<file path="config.mk">
export PLATFORM = sky130hd
export DESIGN_NAME = md_exec_unit
export DESIGN_NICKNAME = d
export VERILOG_FILES = /design/src/rtl/common_pkg.sv /design/src/rtl/md_sign_fix.sv /design/src/rtl/md_exec_unit.sv
export SDC_FILE = /design/constraint.sdc
export NUM_CORES = 2
export LEC_CHECK = 0
export CORE_UTILIZATION = 45
export CTS_BUF_LIST = sky130_fd_sc_hd__clkbuf_4 sky130_fd_sc_hd__clkbuf_8 sky130_fd_sc_hd__clkbuf_16
export DETAILED_ROUTE_END_ITERATION = 6
export PLACE_DENSITY = 0.75
export RECOVER_POWER = 50
export SLEW_MARGIN = 20
export SYNTH_ARGS = -nofsm -noshare
export SYNTH_HDL_FRONTEND = slang
export SYNTH_HIERARCHICAL = 1
export SYNTH_SLANG_ARGS = --single-unit
</file>
<file path="constraint.sdc">
create_clock -name clk -period 16.25 [get_ports clk]
set_clock_uncertainty 0.1 [all_clocks]
set_input_delay 4.0625 -clock clk [delete_from_list [all_inputs] [get_ports clk]]
set_output_delay 4.0625 -clock clk [all_outputs]
set_load 0.02 [all_outputs]
</file>
<file path="src/rtl/common_pkg.sv">
// Shared types and op-decode helpers for the iterative RV64M multiply/divide unit.
package common;

    localparam int unsigned XLEN  = 64;
    localparam int unsigned HALF  = XLEN / 2;
    localparam int unsigned ACC_W = 2 * XLEN;
    localparam int unsigned CNT_W = 7;

    typedef enum logic [3:0] {
        MD_MUL    = 4'd0,
        MD_MULH   = 4'd1,
        MD_MULHSU = 4'd2,
        MD_MULHU  = 4'd3,
        MD_DIV    = 4'd4,
        MD_DIVU   = 4'd5,
        MD_REM    = 4'd6,
        MD_REMU   = 4'd7,
        MD_MULW   = 4'd8,
        MD_DIVW   = 4'd9,
        MD_DIVUW  = 4'd10,
        MD_REMW   = 4'd11,
        MD_REMUW  = 4'd12
    } md_op_t;

    typedef enum logic [1:0] {
        MD_IDLE = 2'd0,
        MD_BUSY = 2'd1,
        MD_FIX  = 2'd2,
        MD_DONE = 2'd3
    } md_state_t;

    // Encodings 13..15 are not M-extension ops and are never accepted.
    function automatic logic is_md_op(md_op_t op);
        return 4'(op) <= 4'd12;
    endfunction

    function automatic logic is_div(md_op_t op);
        case (op)
            MD_DIV, MD_DIVU, MD_REM, MD_REMU,
            MD_DIVW, MD_DIVUW, MD_REMW, MD_REMUW: return 1'b1;
            default:                              return 1'b0;
        endcase
    endfunction

    function automatic logic is_rem(md_op_t op);
        case (op)
            MD_REM, MD_REMU, MD_REMW, MD_REMUW: return 1'b1;
            default:                            return 1'b0;
        endcase
    endfunction

    // Low-half multiplies are sign-agnostic, so they run as unsigned.
    function automatic logic is_signed_a(md_op_t op);
        case (op)
            MD_MULH, MD_MULHSU, MD_DIV, MD_REM, MD_DIVW, MD_REMW: return 1'b1;
            default:                                              return 1'b0;
        endcase
    endfunction

    function automatic logic is_signed_b(md_op_t op);
        case (op)
            MD_MULH, MD_DIV, MD_REM, MD_DIVW, MD_REMW: return 1'b1;
            default:                                   return 1'b0;
        endcase
    endfunction

    function automatic logic is_word(md_op_t op);
        case (op)
            MD_MULW, MD_DIVW, MD_DIVUW, MD_REMW, MD_REMUW: return 1'b1;
            default:                                       return 1'b0;
        endcase
    endfunction

    function automatic logic is_high(md_op_t op);
        case (op)
            MD_MULH, MD_MULHSU, MD_MULHU: return 1'b1;
            default:                      return 1'b0;
        endcase
    endfunction

endpackage

</file>
<file path="src/rtl/md_sign_fix.sv">
// Final sign correction, half selection and W-op sign extension of the
// magnitude result held in the product / {remainder, quotient} accumulator.
module md_sign_fix
    import common::*;
(
    input  md_op_t             op,
    input  logic [ACC_W-1:0]   acc,
    input  logic               neg_a,
    input  logic               neg_b,
    output logic [XLEN-1:0]    result
);

    logic [ACC_W-1:0] prod_raw;
    logic [ACC_W-1:0] prod;
    logic [XLEN-1:0]  quo;
    logic [XLEN-1:0]  rem;
    logic [XLEN-1:0]  sel;

    always_comb begin
        // A W multiply only runs HALF iterations, leaving its product mid-accumulator.
        prod_raw = is_word(op) ? ACC_W'(acc[XLEN+HALF-1:HALF]) : acc;
        prod     = (neg_a ^ neg_b) ? -prod_raw : prod_raw;

        quo = (neg_a ^ neg_b) ? -acc[XLEN-1:0] : acc[XLEN-1:0];
        rem = neg_a ? -acc[ACC_W-1:XLEN] : acc[ACC_W-1:XLEN];

        if (is_div(op)) begin
            sel = is_rem(op) ? rem : quo;
        end else begin
            sel = is_high(op) ? prod[ACC_W-1:XLEN] : prod[XLEN-1:0];
        end

        result = is_word(op) ? {{HALF{sel[HALF-1]}}, sel[HALF-1:0]} : sel;
    end

endmodule

</file>
<file path="src/rtl/md_exec_unit.sv">
// Iterative radix-2 RV64M multiply/divide unit for the EX stage; stalls the
// ID/EX register via exe_is_waiting until the result is presented in DONE.
module md_exec_unit
    import common::*;
(
    input  logic               clk,
    input  logic               reset,
    input  logic               req_valid,
    input  md_op_t             op,
    input  logic [XLEN-1:0]    srca,
    input  logic [XLEN-1:0]    srcb,
    input  logic               hold,
    input  logic               flush,
    output logic               exe_is_waiting,
    output logic               result_valid,
    output logic [XLEN-1:0]    result
);

    md_state_t          state;
    md_op_t             op_q;
    logic [ACC_W-1:0]   acc;
    logic [XLEN-1:0]    mcand;
    logic               neg_a_q;
    logic               neg_b_q;
    logic [CNT_W-1:0]   cnt;
    logic [XLEN-1:0]    result_q;

    logic               word;
    logic               sa;
    logic               sb;
    logic               na;
    logic               nb;
    logic [XLEN-1:0]    a_ext;
    logic [XLEN-1:0]    b_ext;
    logic [XLEN-1:0]    mag_a;
    logic [XLEN-1:0]    mag_b;
    logic [XLEN-1:0]    min_val;
    logic [XLEN-1:0]    special_res;
    logic               div_zero;
    logic               div_ovf;
    logic               accept;
    logic [ACC_W-1:0]   acc_init;
    logic [XLEN:0]      mul_sum;
    logic [ACC_W-1:0]   mul_next;
    logic [XLEN:0]      div_diff;
    logic [ACC_W-1:0]   div_next;
    logic [XLEN-1:0]    fix_res;

    // Operand preparation and special-case detection for the accept cycle.
    always_comb begin
        word = is_word(op);
        sa   = is_signed_a(op);
        sb   = is_signed_b(op);

        a_ext = srca;
        b_ext = srcb;
        if (word) begin
            a_ext = sa ? {{HALF{srca[HALF-1]}}, srca[HALF-1:0]} : {HALF'(0), srca[HALF-1:0]};
            b_ext = sb ? {{HALF{srcb[HALF-1]}}, srcb[HALF-1:0]} : {HALF'(0), srcb[HALF-1:0]};
        end

        na    = sa & a_ext[XLEN-1];
        nb    = sb & b_ext[XLEN-1];
        mag_a = na ? -a_ext : a_ext;
        mag_b = nb ? -b_ext : b_ext;

        min_val  = word ? {{(HALF+1){1'b1}}, (HALF-1)'(0)} : {1'b1, (XLEN-1)'(0)};
        div_zero = is_div(op) & (b_ext == '0);
        div_ovf  = is_div(op) & sa & (a_ext == min_val) & (b_ext == '1);

        // Dividend is reported W-sign-extended, matching the FIX path.
        special_res = '0;
        if (div_zero) begin
            special_res = is_rem(op) ? {{HALF{srca[HALF-1]}}, srca[HALF-1:0]} : '1;
            if (!word && is_rem(op)) special_res = srca;
        end else if (div_ovf) begin
            special_res = is_rem(op) ? '0 : (word ? min_val : srca);
        end

        // W divides start with the dividend left-aligned so HALF steps consume it.
        acc_init = {XLEN'(0), (word & is_div(op)) ? {mag_a[HALF-1:0], HALF'(0)} : mag_a};

        accept = (state == MD_IDLE) & req_valid & ~flush & is_md_op(op);
    end

    // One shift-add or restoring shift-subtract step per BUSY cycle.
    always_comb begin
        mul_sum  = {1'b0, acc[ACC_W-1:XLEN]} + (acc[0] ? {1'b0, mcand} : (XLEN+1)'(0));
        mul_next = {mul_sum, acc[XLEN-1:1]};

        div_diff = acc[ACC_W-1:XLEN-1] - {1'b0, mcand};
        div_next = div_diff[XLEN] ? {acc[ACC_W-2:0], 1'b0}
                                  : {div_diff[XLEN-1:0], acc[XLEN-2:0], 1'b1};
    end

    md_sign_fix u_sign_fix (
        .op     (op_q),
        .acc    (acc),
        .neg_a  (neg_a_q),
        .neg_b  (neg_b_q),
        .result (fix_res)
    );

    always_ff @(posedge clk or negedge reset) begin
        if (!reset) begin
            state    <= MD_IDLE;
            op_q     <= MD_MUL;
            acc      <= '0;
            mcand    <= '0;
            neg_a_q  <= 1'b0;
            neg_b_q  <= 1'b0;
            cnt      <= '0;
            result_q <= '0;
        end else if (flush) begin
            state    <= MD_IDLE;
            acc      <= '0;
            cnt      <= '0;
            result_q <= '0;
        end else begin
            case (state)
                MD_IDLE: begin
                    if (accept) begin
                        op_q    <= op;
                        neg_a_q <= na;
                        neg_b_q <= nb;
                        mcand   <= mag_b;
                        acc     <= acc_init;
                        cnt     <= word ? CNT_W'(HALF) : CNT_W'(XLEN);
                        if (div_zero || div_ovf) begin
                            result_q <= special_res;
                            state    <= MD_DONE;
                        end else begin
                            state <= MD_BUSY;
                        end
                    end
                end
                MD_BUSY: begin
                    acc <= is_div(op_q) ? div_next : mul_next;
                    cnt <= cnt - CNT_W'(1);
                    if (cnt == CNT_W'(1)) state <= MD_FIX;
                end
                MD_FIX: begin
                    result_q <= fix_res;
                    state    <= MD_DONE;
                end
                MD_DONE: begin
                    // req_valid here still names the finished op, so never restart from DONE.
                    if (!hold) begin
                        result_q <= '0;
                        state    <= MD_IDLE;
                    end
                end
                default: state <= MD_IDLE;
            endcase
        end
    end

    assign exe_is_waiting = reset & (accept | (state == MD_BUSY) | (state == MD_FIX));
    assign result_valid   = (state == MD_DONE);
    assign result         = result_q;

endmodule

</file>
* Yosys cells after proc, flatten, opt, wreduce, memory -nomap -nowiden
Memory sizes are Yosys's and may differ from the RTL's.
Cells that the tools add are included.
** Storage, ports and cells
- Output and inout bits :: 66
- Input port bits :: 137
- Flip-flop bits (word level) :: 271
- Logic and storage cells :: 142
- Bits in read-only memories :: 80
- Memories :: 5
** Memory list
- (no name shown) :: depth 16, bits a word 1, rd ports 1, clocked after memory_dff 0, wr ports 0, RTL line common_pkg.sv:38 : case (op)
- (no name shown) :: depth 16, bits a word 1, rd ports 1, clocked after memory_dff 0, wr ports 0, RTL line common_pkg.sv:38
- (no name shown) :: depth 16, bits a word 1, rd ports 1, clocked after memory_dff 0, wr ports 0, RTL line common_pkg.sv:38
- (no name shown) :: depth 16, bits a word 1, rd ports 1, clocked after memory_dff 0, wr ports 0, RTL line common_pkg.sv:38
- (no name shown) :: depth 16, bits a word 1, rd ports 1, clocked after memory_dff 0, wr ports 0, RTL line common_pkg.sv:38
** Operators by class
- Eq/ne operators :: 30
- Bitwise logic cells :: 15
- Order comparisons :: 1
- $add $sub $neg :: 8
- Muxes and demuxes :: 57
- Reduce and logical (&&, ||, !) cells :: 18
** Operator list (number)
- $mux 64 :: 24
- $mux 128 :: 6
- $neg 64->64 :: 4
- $pmux 128 s2 :: 1
- $pmux 64 s3 :: 1
- $neg 128->128 :: 1
- $add 64x64->65 :: 1
- $sub 65x64->65 :: 1
- $eq 64x64->1 :: 1
- $eq 64x64->1 const B :: 1
- $logic_not 64->1 :: 1
- $mux 63 :: 1
- $eq 4x4->1 const B :: 10
- $mux 7 :: 3
- $eq 4x3->1 const B :: 5
- $reduce_or 5->1 :: 3
- $mux 1 :: 14
- $pmux 7 s2 :: 1
- $eq 4x2->1 const B :: 3
- $and 1x1->1 :: 11
- $mux 2 :: 5
- $ne 3x3->1 const B :: 3
- $eq 4x1->1 const B :: 2
- $pmux 2 s4 :: 1
- 21 further kinds :: 25

* Depth between registers and ports, before layout
- Depth after elaboration :: 17
- Depth in mapped cells :: 23
- Mapped depth without buffers :: 16

* Hierarchy
Netlist, hierarchy kept.
** By module, submodules not included
- md_exec_unit :: area an instance 24731.2 um^2, seq. area each 6781.5 um^2, instances 1, cells an instance 3291
- md_sign_fix :: area an instance 10000.8 um^2, seq. area each 0.0 um^2, instances 1, cells an instance 1679

* Worst setup path before layout
No wires, ideal clock.
- Kind :: input to output
- Start :: input op[0]
- End :: output exe_is_waiting
- Arrival time :: 5623 ps
- Path buffers :: 3
- Required time :: 12087 ps
- Setup slack :: 6464 ps
- Stages on the path :: 7
- Cells stage by stage :: buf_4 o21ai_2 o21ai_0 nand2b_1 clkbuf_1 clkbuf_1 a21boi_0
** On the way
- Longest elaborated chain between the ends :: 5
** RTL lines
- start: declaration :: RTL line md_exec_unit.sv:9 : input md_op_t op,
- $le 4x4->1 :: RTL line common_pkg.sv:34 : return 4'(op) <= 4'd12;
- $and 1x1->1 :: RTL line md_exec_unit.sv:83 : accept = (state == MD_IDLE) & req_valid & ~flush & is_md_op(op);
- $or 1x1->1 (2 in a row) :: RTL line md_exec_unit.sv:158 : assign exe_is_waiting = reset & (accept | (state == MD_BUSY) | (state == MD_FIX));
- $and 1x1->1 :: RTL line md_exec_unit.sv:158
- end: declaration :: RTL line md_exec_unit.sv:14 : output logic exe_is_waiting,
No other way between the ends.

==> results.md <==
* Status: finished with violations
* Failing checks: max-capacitance violations, max-slew violations
* DP Wirelength at 136 mm
* Resized cells post-CTS at 0
* Critical Path AT at 11.03 ns
* Crit share post-route at 68.3%
* H-tree depth at 2
* TritonCTS clock tree: done
* Starting density of the core at 45.6%
* TritonCTS sink count at 271
* CP cell instances: clkbuf_1, clkbuf_1, clkbuf_1
* Via count at 41.6k
* Syn Inst Count at 4970
* Setup bufs post-CTS at 0
* Die Ht at 280 um
* DRT Pass-1 Iters at 7
* Final hold violation count at 0
* PortBufs at 202
* Root Driver: clkbuf_16
* Slew Limit Fails at 281
* Max-cap violation count at 5
* Max rail drop VDD at 0.133 mV
* Nets at 5214
* Seq/Total Area, Yosys at 19.5%
* Cell area after synthesis at 0.0347 sq mm
* WL/cell at 30.1 um
* Commonest non-fill, non-tap cell in the layout: nand2_1
* Antenna-violating nets left at 0
* Placed Cells at 5925
* Global Route Usage Sum at 44.5%
* FP Rows at 101
* Syn avg cell area at 6.99 sq um
* Crit path max fanout at 65
* Req. time, crit path at 16.18 ns
* #FFs+latches synth at 271
* Final setup TNS at 0 ns
* Clk buf depth at 3
* CP max stage cell: clkbuf_1
* Die area at 0.0783 sq mm
* Main synth FF type: dfrtp_1
* Global-route wire length before repair at 259 mm
* Post-route insts no fill at 5997
* Residual DRC at 0
* DR iter-0 viols at 6600
* Number of global-route vias before repair at 37.7k
* Setup CP Type: input port to asynchronous set/reset pin
* RSZ-0062 raised after global routing: no
* Num CTS Buffers at 36
* Final setup vio count at 0
* Minimum clock period at 11.10 ns
* Final WL at 180 mm
* Most frequent cells in the layout: nand2_1 (643), o21ai_0 (441), nor2_1 (412)
* Static leakage at 16.4 nW
* DR vias/cell at 6.93
* Hold Slack at 0.403 ns
* Yosys top cell area share at 19.5%
* Fillers at 7622
* Layout cell share with drive strength beyond 1 at 5.83%
* Total Power at 9.67 mW
* Number of synthesized flops with an enable pin at 0
* IO Pins at 203
* Hold crit path type: flop to flop
* Synth area leaders: dfrtp_1 (20%), nand2_1 (7.0%), o21ai_0 (6.4%), a21oi_1 (5.9%), xor2_1 (5.8%)
* Largest net degree at the start of global routing at 106
* Placer congestion estimate at 1.09
* Post-CTS Hold Fix Bufs at 0
* Slew at the pin closest to its max-slew limit at 3.87 ns
* Warnings from Yosys at 6
* Peak Freq at 0.0901 GHz
* Die W at 280 um
* Critical Path Max Stage Delay at 2.82 ns
* Headroom to the max-slew limit at -158%
* Ys async rst share at 100%
* Initial antenna violation count at 9
* Most frequent CP cell: clkbuf_1
* Power Dens Cells at 248 mW/mm^2
* CP Capture Type: asynchronous set/reset pin
* Syn Nets at 5250
* Clock Latency Late Sink at 0.59 ns
* Synth-to-layout area growth at 12.0%
* Leading area contributor after synthesis: dfrtp_1
* Startpoint Class: input port
* Core area at 0.0762 sq mm
* Gr ovfl total at 0
* Clock slew seen by the registers of the worst setup and hold paths at 0.06 ns
* Number of distinct library cells after synthesis at 100
[per-stage QoR]
| step | utilization, % | setup slack (ns) | cell area, sq um |
|---|---|---|---|
| 6_report | 51.1 | 5.15 | 38900 |
| 5_1_grt | 51.0 | 3.93 | 38900 |
| 4_1_cts | 51.0 | 5.31 | 38900 |
| 3_5_place_dp | 49.4 | 5.31 | 37700 |
| 3_3_place_gp | 49.4 | 5.36 | 37700 |
| 2_1_floorplan | - | 6.46 | 34700 |
[worst paths after layout]
check / startpoint / endpoint / slack (ns) / cells past startpoint
worst max-delay path: reset / result[32] / 5.15 / 3
worst min-delay path: result[19] / result[19] / 0.40 / 1
worst max register to register: op_q[1] / result[34] / 9.39 / 17
worst min register to register: result[19] / result[19] / 0.40 / 1
max in group clk: op[3] / exe_is_waiting / 5.20 / 6
min in group asynchronous: reset / acc[64] / 4.19 / 1
[layout make-up]
cell class / instances / area, sq um / share of cell area [%]
tap: 1030 / 1290 / 3.31
clock inverter: 10 / 140 / 0.360
inverter: 114 / 428 / 1.10
clock buffer: 54 / 1070 / 2.76
timing repair buffer: 325 / 2950 / 7.59
antenna: 7 / 17.5 / 0.0450
sequential: 271 / 6790 / 17.4
multi-input combinational: 4186 / 26200 / 67.4
[synthesized netlist by cell type (98+ instances only)]
cell and count:
nand3_1 144, nor2_1 419, ha_1 141, inv_1 113
nor3_1 130, a31oi_1 107, nand2_1 645, dfrtp_1 271
o21ai_0 443, a21o_1 98, xor2_1 229, a21oi_1 412
xnor2_1 203, clkbuf_1 337
[power by group]
part           internal, mW  total, mW  switching (mW)
Combinational          2.20       7.42            5.23
Sequential            0.904       1.40           0.492
Clock                 0.494      0.847           0.353
Total                  3.60       9.67            6.07
[kinds of logic after synthesis]
| group | Yosys count | synth area share, % |
|---|---|---|
| AND/OR/NAND/NOR | 1872 | 25.9 |
| AO/OA/AOI/OAI | 1679 | 31.0 |
| buffers and inverters | 513 | 5.70 |
| XOR/XNOR | 433 | 10.9 |
| flip-flops | 271 | 19.5 |
| adder cells (fa/ha/maj) | 143 | 5.19 |
| multiplexers | 59 | 1.76 |
[critical path: cells and delay by family]
| family | cells | cell delay (ns) |
|---|---|---|
| buf+inv | 3 | 6.91 |
[sequential cells by signal (all words and copies together), names as in the netlist]
name,count
acc,128
mcand,64
result,64
cnt,7
op_q,4
state,2
neg_a_q,1
neg_b_q,1
[metal layers]
metal / track usage, % / part of all wire [%] / vias to the layer above
li1: - / - / 18200
met1: 58.1 / 39 / 19800
met2: 63.0 / 40 / 2856
met3: 11.3 / 12 / 656
met4: 32.7 / 9.1 / 2
met5: 0 / 0.010 / -
Note: power is estimated with default switching activity, not from simulation.
